--- src/rtl/proc_imul_pkg.sv ---
`default_nettype none
// ============================================================================
// Module      : proc_imul_pkg
// Description : Shared state encoding, default width and request field
//               offsets for the iterative MUL sequencer.
// Revision    : 1.0 - initial release
// ============================================================================
package proc_imul_pkg;

    localparam int IMUL_NBITS_DEFAULT = 32;

    typedef enum logic [1:0] {
        IMUL_IDLE = 2'd0,
        IMUL_CALC = 2'd1,
        IMUL_DONE = 2'd2
    } imul_state_e;

    // Request message is {a, b}: b occupies the low half, a the high half.
    localparam int IMUL_REQ_B_LSB = 0;

    function automatic int imul_req_a_lsb(input int nbits);
        return nbits;
    endfunction

endpackage
`default_nettype wire

--- src/rtl/proc_imul_dpath.sv ---
`default_nettype none
// ============================================================================
// Module      : proc_imul_dpath
// Description : Operand/accumulator registers, shifters and the single adder
//               of the shift-add multiplier. PROC_IMUL_EARLY_EXIT_EN enables
//               the remaining-multiplier zero detect.
// Revision    : 1.0 - initial release
// ============================================================================
module proc_imul_dpath
    import proc_imul_pkg::*;
#(
    parameter int NBITS = IMUL_NBITS_DEFAULT
) (
    input  logic             clk,
    input  logic             rst,
    input  logic             i_load,
    input  logic             i_step,
    input  logic [NBITS-1:0] i_a,
    input  logic [NBITS-1:0] i_b,
    output logic [NBITS-1:0] o_result,
    output logic             o_b_next_zero
);

    logic [NBITS-1:0] r_a;
    logic [NBITS-1:0] r_b;
    logic [NBITS-1:0] r_result;

    always_ff @(posedge clk) begin
        if (rst) begin
            r_a      <= '0;
            r_b      <= '0;
            r_result <= '0;
        end else if (i_load) begin
            r_a      <= i_a;
            r_b      <= i_b;
            r_result <= '0;
        end else if (i_step) begin
            // Accumulation wraps naturally: only the low NBITS bits are kept.
            if (r_b[0]) begin
                r_result <= r_result + r_a;
            end
            r_a <= r_a << 1;
            r_b <= r_b >> 1;
        end
    end

    assign o_result = r_result;

`ifdef PROC_IMUL_EARLY_EXIT_EN
    assign o_b_next_zero = (r_b[NBITS-1:1] == '0);
`else
    assign o_b_next_zero = 1'b0;
`endif

endmodule
`default_nettype wire

--- src/rtl/proc_imul_seq.sv ---
`default_nettype none
// ============================================================================
// Module      : proc_imul_seq
// Description : Iterative shift-add MUL sequencer with val/rdy request and
//               response ports; returns the low NBITS bits of a*b.
//               Optional macro PROC_IMUL_EARLY_EXIT_EN ends CALC once the
//               remaining multiplier bits are all zero.
// Revision    : 1.0 - initial release
// ============================================================================
module proc_imul_seq
    import proc_imul_pkg::*;
#(
    parameter int NBITS = IMUL_NBITS_DEFAULT
) (
    input  logic               clk,
    input  logic               reset,
    input  logic               req_val,
    output logic               req_rdy,
    input  logic [2*NBITS-1:0] req_msg,
    output logic               resp_val,
    input  logic               resp_rdy,
    output logic [NBITS-1:0]   resp_msg
);

    localparam int                 c_cnt_w    = $clog2(NBITS);
    localparam logic [c_cnt_w-1:0] c_cnt_last = c_cnt_w'(NBITS - 1);
    localparam int                 c_a_lsb    = imul_req_a_lsb(NBITS);

    imul_state_e        r_state;
    imul_state_e        w_state_next;
    logic [c_cnt_w-1:0] r_cnt;
    logic               w_load;
    logic               w_step;
    logic               w_b_next_zero;
    logic [NBITS-1:0]   w_result;

    always_ff @(posedge clk) begin
        if (reset) begin
            r_state <= IMUL_IDLE;
            r_cnt   <= '0;
        end else begin
            r_state <= w_state_next;
            // Counter wraps to 0 on the final CALC cycle by construction.
            if (w_load) begin
                r_cnt <= '0;
            end else if (w_step) begin
                r_cnt <= r_cnt + 1'b1;
            end
        end
    end

    always_comb begin
        w_state_next = r_state;
        w_load       = 1'b0;
        w_step       = 1'b0;
        req_rdy      = 1'b0;
        resp_val     = 1'b0;
        case (r_state)
            IMUL_IDLE: begin
                req_rdy = !reset;
                if (req_val) begin
                    w_load       = 1'b1;
                    w_state_next = IMUL_CALC;
                end
            end
            IMUL_CALC: begin
                w_step = 1'b1;
                if ((r_cnt == c_cnt_last) || w_b_next_zero) begin
                    w_state_next = IMUL_DONE;
                end
            end
            IMUL_DONE: begin
                resp_val = !reset;
                if (resp_rdy) begin
                    w_state_next = IMUL_IDLE;
                end
            end
            default: begin
                w_state_next = IMUL_IDLE;
            end
        endcase
    end

    proc_imul_dpath #(
        .NBITS (NBITS)
    ) u_dpath (
        .clk           (clk),
        .rst           (reset),
        .i_load        (w_load),
        .i_step        (w_step),
        .i_a           (req_msg[c_a_lsb +: NBITS]),
        .i_b           (req_msg[IMUL_REQ_B_LSB +: NBITS]),
        .o_result      (w_result),
        .o_b_next_zero (w_b_next_zero)
    );

    assign resp_msg = w_result;

endmodule
`default_nettype wire

--- config.mk ---
export PLATFORM = sky130hd
export DESIGN_NAME = proc_imul_seq
export DESIGN_NICKNAME = d
export VERILOG_FILES = /design/src/rtl/proc_imul_pkg.sv /design/src/rtl/proc_imul_dpath.sv /design/src/rtl/proc_imul_seq.sv
export SDC_FILE = /design/constraint.sdc
export NUM_CORES = 1
export LEC_CHECK = 0
export BUFFER_PORTS_ARGS = -buffer_cell sky130_fd_sc_hd__buf_4
export CORE_AREA = 2 2 104 116
export CTS_BUF_LIST = sky130_fd_sc_hd__clkbuf_4
export CTS_CLUSTER_DIAMETER = 100
export DETAILED_ROUTE_END_ITERATION = 10
export DIE_AREA = 0 0 106 118
export GPL_TIMING_DRIVEN = 0
export PLACE_DENSITY = 0.72
export SYNTH_ARGS = -nofsm -noshare
export SYNTH_HDL_FRONTEND = slang
export SYNTH_SLANG_ARGS = --single-unit
--- constraint.sdc ---
create_clock -name clk -period 5.39 [get_ports clk]
set_input_delay 0.8085 -clock clk [delete_from_list [all_inputs] [get_ports clk]]
set_output_delay 0.8085 -clock clk [all_outputs]
set_load 0.03 [all_outputs]
==> reports/metrics.yaml <==
outcome: "finished, final reports clean"
first_global_vias: 5078
grt-ovfl-total: 0
whs_path_depth: 2
syn_to_final_growth_pct: 19.7
clkTransAtPathRegs_ps: 160
grt_max_degree: 18
via_per_inst: 5.74
path_class: "flop to flop"
setup_tns_ps: 0
rsz0062_at_grt: "false"
synth.cell_area_um2: 5570
die_area_um2: 12500
dp_cells: 935
synth.distinct_cells: 59
num_vias: 5463
synth_top_area_share_pct: 37.0
synth.most_common_cell: "nand2_1"
clockBufferDepth: 2
start_util_pct: 49.2
syn_inst: 685
clock_skew_ps: 10.5
p_per_area_nw_per_um2: 230
ctsRootBufferMaster: "clkbuf_4"
maxCapViolations: 0
vdd_drop_max_mv: 0.125
port_buffers: 100
place.gp.congestion: 0.862
synth_common_cells: "nand2_1 (134), a21oi_1 (112), dfxtp_1 (103)"
cp-end-kind: "flop"
clk_latency_ps: 470
std_cell_rows: 41
drv_slew: 0
worst_pin_slew_ps: 992
ant_nets: 0
hpwl_um: 11300
worstPathMaxFanout: 4
synth_top_area_cell: "dfxtp_1"
n_antenna_cell: 0
synth_ff_type: "dfxtp_1"
async_flop_share_pct: 0
setup_viol: 0
relSlewSlack_pct: 33.7
grt_pass1_wl_um: 24200
yosysWarnings: 0
avgSynthCellArea_um2: 8.14
p_leak_nw: 2.86
timing.rr.start: "u_dpath.o_result[0]$_SDFFE_PP0P_"
cp_data_required_time_ps: 5780
nets: 898
instances_no_fill: 951
drive_above_1_share_pct: 17.6
cts_hold_buf: 0
fp.dieH_um: 118
num_io_pins: 102
yosysSeqAreaShare_pct: 37.0
remaining_drc_errors: 0
period_share_pct: 62.9
ys_ff_latch: 103
wirelength_um: 14900
start_kind: "flop"
hold_viol: 0
min_period_ps: 3390
synth_edf_count: 0
clkSinkCount: 103
antenna_found_initial: 0
synth_area_leaders: "dfxtp_1 (37%), a21oi_1 (10%), nand2_1 (9.0%)"
worstHoldStart: "u_dpath.r_b[16]$_SDFFE_PP0P_"
grtUsageTotal_pct: 23.8
postCtsSetupBuffers: 0
hold_path_class: "flop to flop"
cp-startpoint: "u_dpath.o_result[0]$_SDFFE_PP0P_"
cts_buffers: 9
fmax_mhz: 295
die_x_um: 106
design.core.area_um2: 11300
cts_tree: "built"
power_w: 0.00153
cts_resized: 0
reg2regPathDepth: 10
worstPathArrival_ps: 3780
wl_per_cell_um: 15.7
drt-initial-drc-count: 289
cts_max_level: 3
synth.net_count: 787
dr.pass1.iters: 5
metrics by stage:
| step | setup WS [ps] | utilization [%] | instance area [um^2] | hold slack [ps] |
|---|---|---|---|---|
| floorplan | 2550 | - | 5570 | 436 |
| global placement | 2110 | 57.4 | 6510 | 442 |
| detailed placement | 2100 | 57.4 | 6510 | 447 |
| CTS | 2060 | 58.9 | 6670 | 467 |
| global route | 1740 | 58.9 | 6670 | 482 |
| finish | 2000 | 58.9 | 6670 | 466 |
registers in the layout (all words and copies together) (netlist names):
signal            flops
u_dpath.r_a          32
r_cnt                 5
r_state               2
u_dpath.o_result     32
u_dpath.r_b          32
critical path, stage by stage, from the launching register on:
cell      delay (ps)
dfxtp_1          360
ha_1             240
fa_1             410
a21o_1           230
a221oi_2         410
a21oi_1          200
a211oi_1         500
o221ai_1         340
a221oi_1         410
or4_1            160
nand3_1           50
final timing paths:
path / slack, ps / endpoint
worst max register to register: 2000 / u_dpath.o_result[24]$_SDFFE_PP0P_
worst min-delay path: 470 / u_dpath.r_b[16]$_SDFFE_PP0P_
worst min register to register: 470 / u_dpath.r_b[16]$_SDFFE_PP0P_
worst max-delay path: 2000 / u_dpath.o_result[24]$_SDFFE_PP0P_
routing by layer:
metal / vias up / track usage [%] / routed length, um
met2: 145 / 40.6 / 7430
met3: 24 / 3.49 / 738
li1: 2724 / - / -
met5: - / 0 / 0
met4: 0 / 9.62 / 308
met1: 2570 / 29.8 / 6460
kinds of logic after synthesis:
family	after synthesis	synth area share (%)
AO/OA/AOI/OAI	250	29.5
adder cells (fa/ha/maj)	34	7.77
flip-flops	103	37.0
buffers and inverters	52	3.97
XOR/XNOR	26	4.09
AND/OR/NAND/NOR	220	17.7
cells in the final DEF (no fill, tap or decap), drive strengths merged, types with 3 or more instances in the layout:
cell and count:
ha 33, o31ai 3, buf 110, a221oi 3
inv 6, nand4 11, clkbuf 47, a21oi 116
o21ai 11, nand3 13, o21bai 5, and3 8
a22oi 63, a221o 3, nand2 134, nor2 30
nor3 3, a31oi 5, xor2 13, or4 7
xnor2 13, dfxtp 103, a21o 24, a211oi 3
and4 3
area by class of cell:
cell class | instances | area (um^2)
Fill cell | 1093 | 4660
Clock buffer | 9 | 67.6
Clock inverter | 7 | 93.8
Timing Repair Buffer | 100 | 751
Inverter | 4 | 15.0
Buffer | 48 | 206
Sequential cell | 103 | 2060
Multi-Input combinational cell | 530 | 3290
Tap cell | 150 | 188
where the power goes:
group / total (W) / leakage (nW) / switching [W] / internal, W
combinational: 0.000245 / 1.93 / 0.000143 / 0.000102
clock: 0.000461 / 0.0844 / 0.000271 / 0.000189
sequential: 0.000826 / 0.841 / 0.0000272 / 0.000798
total: 0.00153 / 2.86 / 0.000442 / 0.00109
No activity file was read; power rests on OpenSTA's default activity.
